## src/rtl/s2_control_if.sv

```systemverilog
// s2_control_if: s1 -> s2 instruction hand-off and the decoded s2 control bundle.
//   master : fetch/s1 side (drives instruction, valid, stall_in, flush; receives controls)
//   slave  : s2_control_pipe
interface s2_control_if;
    logic        instr_valid_s1;
    logic [31:0] instruction_s1;
    logic        stall_in;
    logic        flush;
    logic [31:0] instruction_s2;
    logic        valid_s2;
    logic [1:0]  rs1_sel;
    logic [1:0]  rs2_sel;
    logic        a_sel;
    logic        b_sel;
    logic        brun;
    logic        mem_wen;
    logic        csr_we;
    logic [3:0]  alu_sel;
    logic        stall_out;

    modport master (
        output instr_valid_s1, instruction_s1, stall_in, flush,
        input  instruction_s2, valid_s2, rs1_sel, rs2_sel, a_sel, b_sel,
               brun, mem_wen, csr_we, alu_sel, stall_out
    );

    modport slave (
        input  instr_valid_s1, instruction_s1, stall_in, flush,
        output instruction_s2, valid_s2, rs1_sel, rs2_sel, a_sel, b_sel,
               brun, mem_wen, csr_we, alu_sel, stall_out
    );
endinterface

```

## src/rtl/s2_control_pipe.sv

```systemverilog
// s2_control_pipe: stage-2 (decode/execute) control. Holds the s1->s2 instruction
// register, tracks rd of the last FWD_DEPTH issued instructions for forwarding,
// raises load-use / multiply stalls and decodes the gated ALU/mem/CSR controls.
// Ports: clk, rst_n (async, active-low), bus (s2_control_if.slave).
// Optional: `define S2_CTRL_MULDIV_EN adds MUL decode (alu_sel 8) and a MUL_LAT-cycle
// occupancy FSM; without it funct7[0] is ignored and no multiply stall exists.
module s2_control_pipe #(
    parameter int unsigned FWD_DEPTH = 2,
    parameter int unsigned MUL_LAT   = 3
) (
    input  logic         clk,
    input  logic         rst_n,
    s2_control_if.slave  bus
);
    localparam logic [31:0] NOP       = 32'h0000_0013;
    localparam logic [6:0]  OP_LUI    = 7'b0110111;
    localparam logic [6:0]  OP_AUIPC  = 7'b0010111;
    localparam logic [6:0]  OP_JAL    = 7'b1101111;
    localparam logic [6:0]  OP_JALR   = 7'b1100111;
    localparam logic [6:0]  OP_BRANCH = 7'b1100011;
    localparam logic [6:0]  OP_LOAD   = 7'b0000011;
    localparam logic [6:0]  OP_STORE  = 7'b0100011;
    localparam logic [6:0]  OP_ARI_I  = 7'b0010011;
    localparam logic [6:0]  OP_ARI_R  = 7'b0110011;
    localparam logic [6:0]  OP_CSR    = 7'b1110011;

    logic [31:0]                instr_q;
    logic                       valid_q;
    logic [FWD_DEPTH-1:0]       hist_wr_q;
    logic [FWD_DEPTH-1:0]       hist_load_q;
    logic [FWD_DEPTH-1:0][4:0]  hist_rd_q;

    logic [6:0] opcode;
    logic [4:0] rd, rs1, rs2;
    logic [2:0] funct3;
    logic       writes_rd, reads_rs1, reads_rs2, s2_wr;
    logic [1:0] rs1_hit, rs2_hit, rs1_sel_c, rs2_sel_c;
    logic       load_use, mul_stall, stall_c, advance;
    logic [3:0] alu_sel_c;

    assign opcode = instr_q[6:0];
    assign rd     = instr_q[11:7];
    assign funct3 = instr_q[14:12];
    assign rs1    = instr_q[19:15];
    assign rs2    = instr_q[24:20];

    // Register-file usage of the s2 instruction
    always_comb begin
        writes_rd = 1'b0;
        reads_rs1 = 1'b0;
        reads_rs2 = 1'b0;
        unique case (opcode)
            OP_LUI, OP_AUIPC, OP_JAL: writes_rd = 1'b1;
            OP_JALR, OP_LOAD, OP_ARI_I: begin
                writes_rd = 1'b1;
                reads_rs1 = 1'b1;
            end
            OP_ARI_R: begin
                writes_rd = 1'b1;
                reads_rs1 = 1'b1;
                reads_rs2 = 1'b1;
            end
            OP_STORE, OP_BRANCH: begin
                reads_rs1 = 1'b1;
                reads_rs2 = 1'b1;
            end
            // CSRxxI forms carry an immediate in the rs1 field
            OP_CSR: begin
                writes_rd = 1'b1;
                reads_rs1 = ~funct3[2];
            end
            default: ;
        endcase
    end

    assign s2_wr = valid_q && writes_rd && (rd != 5'd0);

    // Youngest matching age wins: scan oldest first so younger hits overwrite
    always_comb begin
        rs1_hit = 2'd0;
        rs2_hit = 2'd0;
        for (int k = FWD_DEPTH - 1; k >= 0; k--) begin
            if (hist_wr_q[k] && (hist_rd_q[k] == rs1)) rs1_hit = 2'(k + 1);
            if (hist_wr_q[k] && (hist_rd_q[k] == rs2)) rs2_hit = 2'(k + 1);
        end
    end

    assign rs1_sel_c = (valid_q && reads_rs1 && (rs1 != 5'd0)) ? rs1_hit : 2'd0;
    assign rs2_sel_c = (valid_q && reads_rs2 && (rs2 != 5'd0)) ? rs2_hit : 2'd0;

    // Load result is not ready at age 1; the injected bubble pushes it to age 2
    assign load_use = valid_q && hist_wr_q[0] && hist_load_q[0]
                   && ((rs1_sel_c == 2'd1) || (rs2_sel_c == 2'd1));

    assign stall_c = load_use | mul_stall;
    assign advance = !bus.stall_in && !bus.flush && !stall_c;

`ifdef S2_CTRL_MULDIV_EN
    localparam int unsigned CNT_W = (MUL_LAT > 1) ? $clog2(MUL_LAT) : 1;

    typedef enum logic {S_IDLE, S_BUSY} mul_state_e;

    mul_state_e       state_q, state_d;
    logic [CNT_W-1:0] count_q, count_d;
    logic             mul_s1, mul_s2;

    assign mul_s1 = bus.instr_valid_s1 && (bus.instruction_s1[6:0] == OP_ARI_R)
                 && (bus.instruction_s1[31:25] == 7'b0000001)
                 && (bus.instruction_s1[14:12] == 3'b000);
    assign mul_s2 = (opcode == OP_ARI_R) && (instr_q[31:25] == 7'b0000001)
                 && (funct3 == 3'b000);
    assign mul_stall = (state_q == S_BUSY) && (count_q != '0);

    // Multiply occupancy state register
    always_ff @(posedge clk or negedge rst_n) begin
        if (!rst_n) begin
            state_q <= S_IDLE;
            count_q <= '0;
        end else begin
            state_q <= state_d;
            count_q <= count_d;
        end
    end

    // Multiply occupancy next-state
    always_comb begin
        state_d = state_q;
        count_d = count_q;
        if (!bus.stall_in) begin
            if (bus.flush) begin
                state_d = S_IDLE;
            end else if (advance && mul_s1 && (MUL_LAT > 1)) begin
                state_d = S_BUSY;
                count_d = CNT_W'(MUL_LAT - 1);
            end else if (state_q == S_BUSY) begin
                if (count_q != '0) count_d = count_q - CNT_W'(1);
                else               state_d = S_IDLE;
            end
        end
    end
`else
    logic unused_mul_lat;

    // MUL_LAT only matters when the multiplier is built in
    assign unused_mul_lat = ^32'(MUL_LAT);
    assign mul_stall      = 1'b0;
`endif

    // Shared funct3 -> ALU op map for register and immediate arithmetic
    always_comb begin
        alu_sel_c = 4'd0;
        if ((opcode == OP_ARI_I) || (opcode == OP_ARI_R)) begin
            unique case (funct3)
                3'b000: alu_sel_c = (opcode == OP_ARI_R && instr_q[30]) ? 4'd12 : 4'd0;
                3'b001: alu_sel_c = 4'd1;
                3'b010: alu_sel_c = 4'd2;
                3'b011: alu_sel_c = 4'd11;
                3'b100: alu_sel_c = 4'd4;
                3'b101: alu_sel_c = instr_q[30] ? 4'd13 : 4'd5;
                3'b110: alu_sel_c = 4'd6;
                3'b111: alu_sel_c = 4'd7;
                default: ;
            endcase
        end else if (opcode == OP_LUI) begin
            alu_sel_c = 4'd15;
        end
`ifdef S2_CTRL_MULDIV_EN
        if (mul_s2) alu_sel_c = 4'd8;
`endif
    end

    // s2 instruction register: stall_in > flush > local stall > advance
    always_ff @(posedge clk or negedge rst_n) begin
        if (!rst_n) begin
            instr_q <= NOP;
            valid_q <= 1'b0;
        end else if (!bus.stall_in) begin
            if (bus.flush) begin
                instr_q <= NOP;
                valid_q <= 1'b0;
            end else if (!stall_c) begin
                instr_q <= bus.instruction_s1;
                valid_q <= bus.instr_valid_s1;
            end
        end
    end

    // Write history: current s2 retires into age 1 only when it really advances
    always_ff @(posedge clk or negedge rst_n) begin
        if (!rst_n) begin
            hist_wr_q   <= '0;
            hist_load_q <= '0;
            hist_rd_q   <= '0;
        end else if (!bus.stall_in) begin
            for (int k = FWD_DEPTH - 1; k > 0; k--) begin
                hist_wr_q[k]   <= hist_wr_q[k-1];
                hist_load_q[k] <= hist_load_q[k-1];
                hist_rd_q[k]   <= hist_rd_q[k-1];
            end
            hist_wr_q[0]   <= advance && s2_wr;
            hist_load_q[0] <= advance && (opcode == OP_LOAD);
            hist_rd_q[0]   <= rd;
        end
    end

    assign bus.instruction_s2 = instr_q;
    assign bus.valid_s2       = valid_q;
    assign bus.rs1_sel        = rs1_sel_c;
    assign bus.rs2_sel        = rs2_sel_c;
    assign bus.a_sel          = (opcode == OP_AUIPC) || (opcode == OP_JAL) || (opcode == OP_BRANCH);
    assign bus.b_sel          = !((opcode == OP_ARI_R) || (opcode == OP_BRANCH));
    assign bus.brun           = instr_q[13];
    assign bus.mem_wen        = valid_q && (opcode == OP_STORE);
    assign bus.csr_we         = valid_q && (opcode == OP_CSR) && (funct3 != 3'b000);
    assign bus.alu_sel        = alu_sel_c;
    assign bus.stall_out      = stall_c;
endmodule
```

## src/flat_wrapper.sv

```systemverilog
// flat-port wrapper written by rule: the top's interface ports become plain ports
module s2_control_pipe_flat 
#(
    parameter int unsigned FWD_DEPTH = 2,
    parameter int unsigned MUL_LAT   = 3
)
  (clk, rst_n, bus_instr_valid_s1, bus_instruction_s1, bus_stall_in, bus_flush, bus_instruction_s2, bus_valid_s2, bus_rs1_sel, bus_rs2_sel, bus_a_sel, bus_b_sel, bus_brun, bus_mem_wen, bus_csr_we, bus_alu_sel, bus_stall_out);
  s2_control_if bus_i ();
  input  logic clk;
  input  logic rst_n;
  input wire logic [$bits(bus_i.instr_valid_s1)-1:0] bus_instr_valid_s1;
  input wire logic [$bits(bus_i.instruction_s1)-1:0] bus_instruction_s1;
  input wire logic [$bits(bus_i.stall_in)-1:0] bus_stall_in;
  input wire logic [$bits(bus_i.flush)-1:0] bus_flush;
  output wire logic [$bits(bus_i.instruction_s2)-1:0] bus_instruction_s2;
  output wire logic [$bits(bus_i.valid_s2)-1:0] bus_valid_s2;
  output wire logic [$bits(bus_i.rs1_sel)-1:0] bus_rs1_sel;
  output wire logic [$bits(bus_i.rs2_sel)-1:0] bus_rs2_sel;
  output wire logic [$bits(bus_i.a_sel)-1:0] bus_a_sel;
  output wire logic [$bits(bus_i.b_sel)-1:0] bus_b_sel;
  output wire logic [$bits(bus_i.brun)-1:0] bus_brun;
  output wire logic [$bits(bus_i.mem_wen)-1:0] bus_mem_wen;
  output wire logic [$bits(bus_i.csr_we)-1:0] bus_csr_we;
  output wire logic [$bits(bus_i.alu_sel)-1:0] bus_alu_sel;
  output wire logic [$bits(bus_i.stall_out)-1:0] bus_stall_out;
  assign bus_i.instr_valid_s1 = bus_instr_valid_s1;
  assign bus_i.instruction_s1 = bus_instruction_s1;
  assign bus_i.stall_in = bus_stall_in;
  assign bus_i.flush = bus_flush;
  assign bus_instruction_s2 = bus_i.instruction_s2;
  assign bus_valid_s2 = bus_i.valid_s2;
  assign bus_rs1_sel = bus_i.rs1_sel;
  assign bus_rs2_sel = bus_i.rs2_sel;
  assign bus_a_sel = bus_i.a_sel;
  assign bus_b_sel = bus_i.b_sel;
  assign bus_brun = bus_i.brun;
  assign bus_mem_wen = bus_i.mem_wen;
  assign bus_csr_we = bus_i.csr_we;
  assign bus_alu_sel = bus_i.alu_sel;
  assign bus_stall_out = bus_i.stall_out;
  s2_control_pipe #(.FWD_DEPTH(FWD_DEPTH), .MUL_LAT(MUL_LAT)) u_core (.clk(clk), .rst_n(rst_n), .bus(bus_i));
endmodule
```

## config.mk

```make
export PLATFORM = sky130hd
export DESIGN_NAME = s2_control_pipe_flat
export DESIGN_NICKNAME = d
export VERILOG_FILES = /design/src/rtl/s2_control_if.sv /design/src/rtl/s2_control_pipe.sv /design/src/flat_wrapper.sv
export SDC_FILE = /design/constraint.sdc
export NUM_CORES = 1
export LEC_CHECK = 0
export ABC_AREA = 1
export CORE_UTILIZATION = 45
export DETAILED_ROUTE_END_ITERATION = 10
export PLACE_DENSITY = 0.79
export SETUP_SLACK_MARGIN = 0.1
export SLEW_MARGIN = 20
export SYNTH_ARGS = -nofsm -noshare
export SYNTH_HDL_FRONTEND = slang
export SYNTH_SLANG_ARGS = --single-unit
export TNS_END_PERCENT = 30
```

## constraint.sdc

```tcl
create_clock -name clk -period 2.2 [get_ports clk]
set_input_delay 0.22 -clock clk [delete_from_list [all_inputs] [get_ports clk]]
set_output_delay 0.22 -clock clk [all_outputs]
set_load 0.005 [all_outputs]
```

==> impl_metrics.csv, run 1 <==
group,metric,value,unit
run_status,status,"finished, final reports clean",
layout,fin_cells,498,
route,wl,7.35,mm
sta,slew_viol_final,0,
synth,synth.distinct_cells,32,
worst_setup_path,slowest_delay,570,ps
synth,synthMuxAreaShare,0,%
floorplanning,ioPinCount,84,
clock_network,ctsHtreeMaxLevel,2,
sta,fmax,485,MHz
sta,worstMarginPinSlew,721,ps
floorplanning,rows,26,
synth,syn_area_per_cell,7.54,µm²
sta,rsz0062_at_grt,"true",
placed_design,pre_cts_ws,-55.1,ps
global_routing,grtUsageMet2,38.9,%
placed_design,place.gp.congestion,0.926,
min_path,min_path_type,"in -> reg",
placed_design,hpwl,5.07,mm
layout,n_fill_cell,452,
clock_network,insertion_delay,300,ps
worst_setup_path,path_cells,"nand2_1 > nor2_2 > inv_1 > nor2_4 > nand3_2 > buf_4 > o311ai_2 > buf_2",
floorplanning,core-area,5200,µm²
synth,syn_area,2480,µm²
clock_network,cts.sinks,46,
synth,yosys_warnings,0,
placed_design,port_buffers,83,
global_routing,grt_util_met1,35.0,%
synth,synth-compound-area-share,7.82,%
worst_setup_path,critPathCaptureType,"output pin",
worst_setup_path,cp-start-kind,"flip-flop",
power_and_ir_drop,power.leakage,1.76,nW
route,num_vias,2545,
global_routing,overflow,0,
synth,synthAdderAreaFrac,0,%
synth,synth_seq_area_share,46.6,%
worst_setup_path,critPathArrivalTime,1840,ps
layout,n_antenna_cell,0,
synth,synthCells,329,
route,wl_per_cell,14.8,µm
route,drc,0,
sta,finalHoldViolCount,0,
synth,ys_ff_latch,46,
global_routing,antenna_found_initial,0,
clock_network,cts-root-buf,"clkbuf_8",
sta,fin_ws,136,ps
floorplanning,die-area,5810,µm²
synth,synth_top_family_by_area,"simple AND/OR/NAND/NOR gates",
layout,area_growth,46.9,%
route,dr.pass1.iters,4,
floorplanning,start_util,47.6,%
power_and_ir_drop,p_per_area,545,nW/µm²
sta,setup_viol,0,
sta,maxSlewHeadroom,51.9,%
global_routing,grt_usage,25.1,%
global_routing,top_usage_layer,"met2",
worst_setup_path,slowest_stage,"dfstp_2",
placed_design,place_inst,483,
worst_setup_path,required,1980,ps
placed_design,placed_area,3420,µm²
power_and_ir_drop,ir_drop,0.439,mV
route,drtIter0Drc,170,
floorplanning,die_y,76.2,µm
global_routing,grt_pass1_vias,2348,
layout,fin_nets,464,
sta,finalSetupTns,0,ps
route,viasPerCell,5.11,
min_path,min-delay-start,"bus_instruction_s1[18]",
synth,synth_xor_area_share,2.83,%
clock_network,cts_tree,"done",
clock_network,cts_buffers,5,
global_routing,grt_first_pass_wirelength,11.6,mm
sta,period_minus_slack,2060,ps
route,antenna_left,0,
worst_setup_path,path_buf_inv,3,
sta,period_share,93.8,%
worst_setup_path,cpLargestDelayFamily,"flip-flops",
clock_network,path_clk_slew,80,ps
worst_setup_path,path_max_fanout,4,
clock_network,cts_buffer_depth,2,
layout,drive_above_1_share,15.2,%
floorplanning,die_w,76.2,µm
global_routing,met3_usage,4.07,%
worst_setup_path,reg2reg_from,"u_core.bus.instruction_s2[4]",
synth,synth-simple-area-share,34.0,%
power_and_ir_drop,p_total,1.99,mW
run,maxCapViolations,0,
layout,fin_area,3640,µm²
sta,worst_clock_skew,4.20,ps
worst_setup_path,critical_path.startpoint,"u_core.bus.instruction_s2[4]",
synth,synth_nets,366,
worst_setup_path,worstSetupPathType,"reg -> out",
global_routing,grt_max_degree,34,
synthesized netlist by cell type, drive strengths merged:
master	number	area share (%)
a211oi	1	0.30
a21oi	5	1.0
a221oi	1	0.35
buf	10	2.7
clkbuf	3	0.45
dfrtp	43	43
dfstp	3	3.2
inv	37	5.6
nand2	109	17
nand3	46	10
nand4	3	0.76
nor2	22	3.3
nor3	6	1.2
nor4	1	0.25
o2111ai	2	0.71
o211ai	2	0.61
o21ai	17	3.4
o22ai	3	0.76
o311ai	1	0.35
o31ai	1	0.30
or2	5	1.3
xnor2	7	2.5
xor2	1	0.35
path summary, 6_finish.rpt:
check,depth (start not counted),slack (ps),end
worst max register to register,13,200,u_core.bus.instruction_s2[20]
worst min register to register,2,480,u_core.bus.instruction_s2[28]
worst min-delay path,3,460,u_core.bus.instruction_s2[18]
max in group asynchronous,3,1120,u_core.bus.instruction_s2[14]
min in group asynchronous,2,480,u_core.bus.instruction_s2[25]
worst max-delay path,8,140,bus_alu_sel[3]
metal layers:
metal	share of wire [%]	up-vias	wire (µm)
met4	1.9	0	137
li1	-	1255	-
met5	0	-	0
met2	47	93	3490
met1	45	1185	3280
met3	6.0	12	442
layout by cell type, fill, tap and decap left out, types with 2 or more instances in the layout:
| cell type | instances |
|---|---|
| a21oi_1 | 5 |
| buf_2 | 3 |
| buf_4 | 17 |
| clkbuf_2 | 2 |
| clkbuf_8 | 5 |
| clkdlybuf4s50_1 | 69 |
| dfrtp_1 | 43 |
| dfstp_2 | 3 |
| dlygate4sd2_1 | 5 |
| dlymetal6s2s_1 | 3 |
| inv_1 | 33 |
| inv_2 | 4 |
| nand2_1 | 104 |
| nand2_2 | 4 |
| nand2_8 | 2 |
| nand3_1 | 41 |
| nand3_2 | 4 |
| nand4_1 | 3 |
| nor2_1 | 14 |
| nor2_2 | 4 |
| nor2_4 | 4 |
| nor3_1 | 6 |
| o2111ai_1 | 2 |
| o211ai_1 | 2 |
| o21ai_0 | 14 |
| o21ai_1 | 3 |
| o22ai_1 | 2 |
| or2_2 | 4 |
| xnor2_1 | 7 |
worst min-delay path, stage by stage:
cell	delay [ps]
clkdlybuf4s50_1	390
nand3_1	70
nand2_1	50
cells by family (layout without fill, tap and decap cells):
group           Yosys count  count (layout)
flops                    46              46
compound gates           33              33
buf+inv                  50             147
simple gates            192             194
xor+xnor                  8               8
state kept, by name, summed over array words and instances (netlist names):
signal                     cells
u_core.hist_load_q             1
u_core.hist_wr_q               2
u_core.hist_rd_q              10
u_core.bus.valid_s2            1
u_core.bus.instruction_s2     32
stage by stage:
stage / hold WS, ps / util, %
after floorplan: -75.6 / -
after global placement: 286 / 65.7
after detailed placement: 290 / 65.7
after CTS: 459 / 68.3
after global routing: 463 / 70.0
final: 465 / 70.0
cell type report:
type / count / area (µm²) / area share [%]
Multi-Input combinational cell: 235 / 1220 / 33.4
Sequential cell: 46 / 1150 / 31.7
Timing Repair Buffer: 102 / 957 / 26.3
Inverter: 37 / 139 / 3.81
Tap cell: 70 / 87.6 / 2.40
Clock buffer: 6 / 72.6 / 1.99
Clock inverter: 2 / 13.8 / 0.378
what timing repair did:
| action | in CTS | in global routing |
|---|---|---|
| endpoints found under the setup margin | 13 | 41 |
| hold buffers | 1 | 0 |
| resized for setup | 28 | 20 |
| hold endpoints to repair | 24 | 0 |
| setup buffers | 3 | 1 |
| pin swaps | 8 | 1 |
| gates cloned | 0 | 2 |
report_power, final:
group	switching [mW]	internal, mW
combinational	0.216	0.256
clock	0.288	0.224
sequential	0.0847	0.916
total	0.589	1.40
Power figures use the tool's default switching activity.
==> run 2, diff against run 1 <==
PLACE_DENSITY = unset   (was 0.79)
PLACE_DENSITY_LB_ADDON = 0.2   (was unset)
==> impl_metrics.csv, run 2 (synthesis gave the netlist of run 1 again) <==
group,metric,value,unit
layout,final_common_cell,"nand2_1",
sta,slew_viol_final,0,
sta,worstMarginPinSlew,559,ps
sta,setup_viol,0,
route,top_layer,"met4",
route,drc,0,
clock_network,cts_buffers,5,
layout,n_antenna_cell,0,
sta,maxSlewHeadroom,62.7,%
global_routing,grt_usage,25.2,%
min_path,min_path_type,"in -> async",
placed_design,pre_cts_ws,-13.6,ps
sta,fin_ws,25.7,ps
sta,worst_clock_skew,6.80,ps
sta,fin_hold_ws,418,ps
floorplanning,core-area,5200,µm²
power_and_ir_drop,power.leakage,1.76,nW
clock_network,cts_buffer_depth,2,
sta,period_share,98.8,%
placed_design,port_buffers,83,
route,antenna_left,0,
route,wl_met3,455,µm
worst_setup_path,path_max_fanout,6,
global_routing,grt_max_degree,34,
clock_network,insertion_delay,310,ps
run_status,status,"finished, final reports clean",
layout,drive_above_1_share,14.2,%
placed_design,hpwl,4.96,mm
route,routed-wl-met2,3.42,mm
worst_setup_path,slowest_stage,"dfstp_2",
route,wl_per_cell,14.7,µm
power_and_ir_drop,p_per_area,581,nW/µm²
power_and_ir_drop,p_total,2.11,mW
power_and_ir_drop,ir_drop,0.308,mV
sta,period_minus_slack,2170,ps
layout,fin_cells,494,
floorplanning,rows,26,
route,num_vias,2516,
clock_network,path_clk_slew,90,ps
global_routing,grt_pass1_vias,2345,
layout,fin_util,69.6,%
floorplanning,ioPinCount,84,
sta,fmax,460,MHz
worst_setup_path,critPathCaptureType,"output pin",
layout,n_fill_cell,440,
placed_design,place.gp.congestion,0.890,
route,drtIter0Drc,196,
clock_network,cts-root-buf,"clkbuf_8",
route,viasPerCell,5.09,
floorplanning,die_w,76.2,µm
layout,largest_reg_flops,32,
global_routing,grt_first_pass_wirelength,11.5,mm
route,dr.pass1.iters,4,
clock_network,cts.sinks,46,
route,wl,7.28,mm
worst_setup_path,cp-start-kind,"flip-flop",
layout,layout_common_cells,"104 x nand2_1, 72 x clkdlybuf4s50_1, 43 x dfrtp_1",
floorplanning,die-area,5810,µm²
worst_setup_path,critPathArrivalTime,1950,ps
worst_setup_path,worstSetupPathType,"reg -> out",
clock_network,cts_tree,"done",
layout,area_growth,46.1,%
run,maxCapViolations,0,
worst_setup_path,path_buf_inv,4,
sta,finalHoldViolCount,0,
layout,fin_nets,460,
global_routing,antenna_found_initial,0,
floorplanning,start_util,47.6,%
worst_setup_path,path_cells,"nand2_1 > inv_2 > nand2_4 > inv_2 > buf_6 > nand3_1 > nand2_1 > clkdlybuf4s50_1",
worst_setup_path,required,1980,ps
sta,rsz0062_at_grt,"true",
floorplanning,die_y,76.2,µm
worst_setup_path,cpLargestDelayFamily,"buffers and inverters",
global_routing,overflow,0,
clock_network,ctsHtreeMaxLevel,2,
placed_design,place_inst,479,
route,wl_met1,3.30,mm
worst_setup_path,slowest_delay,540,ps
[run 2: final timing paths]
path	start	endpoint	slack, ps	depth (start not counted)
setup / recovery	u_core.bus.instruction_s2[0]	bus_alu_sel[0]	30	8
hold / removal	rst_n	u_core.bus.instruction_s2[24]	420	2
setup reg to reg	u_core.bus.instruction_s2[4]	u_core.hist_load_q[0]	160	12
hold reg to reg	u_core.bus.instruction_s2[28]	u_core.bus.instruction_s2[28]	470	2
max in group asynchronous	rst_n	u_core.bus.instruction_s2[4]	1140	3
min in group clk	bus_instruction_s1[25]	u_core.bus.instruction_s2[25]	460	3
[run 2: metrics by stage]
step	area (µm²)	setup TNS (ps)
2_1_floorplan	2480	0
4_1_cts	3570	-207
5_1_grt	3620	-154
3_5_place_dp	3390	-13.6
6_report	3620	0
3_3_place_gp	3390	0
[run 2: timing repair]
action | in CTS | in global routing
gates cloned | 0 | 1
endpoints found under the hold margin | 19 | 0
setup buffers | 4 | 1
endpoints found under the setup margin | 12 | 44
pin swaps | 5 | 5
hold buffers | 1 | 0
gates resized for setup | 21 | 18
[run 2: power breakdown]
part	switching [mW]	internal [mW]	total [mW]	leakage (nW)
Combinational	0.215	0.252	0.468	1.11
Clock	0.298	0.339	0.637	0.0514
Sequential	0.0846	0.916	1.00	0.596
[run 2: cell type report]
type / count / area, µm² / area share (%)
Clock buffer: 6 / 72.6 / 2.00
Clock inverter: 2 / 37.5 / 1.04
Inverter: 37 / 139 / 3.83
Multi-Input combinational cell: 234 / 1190 / 32.7
Sequential cell: 46 / 1150 / 31.9
Tap cell: 70 / 87.6 / 2.42
Timing Repair Buffer: 99 / 945 / 26.1
[run 2: layer usage]
metal  vias up  track usage, %
met4         0            7.31
met1      1161            34.8
met3        12            5.27
met2        97            40.1
li1       1246               -
met5         -               0
==> run 3, diff against run 2 <==
ABC_CLOCK_PERIOD_IN_PS = 2200   (was unset)
GPL_TIMING_DRIVEN = 1   (was unset)
==> results of run 3 <==
The final DEF is identical to that of run 2; final timing and power are the same.
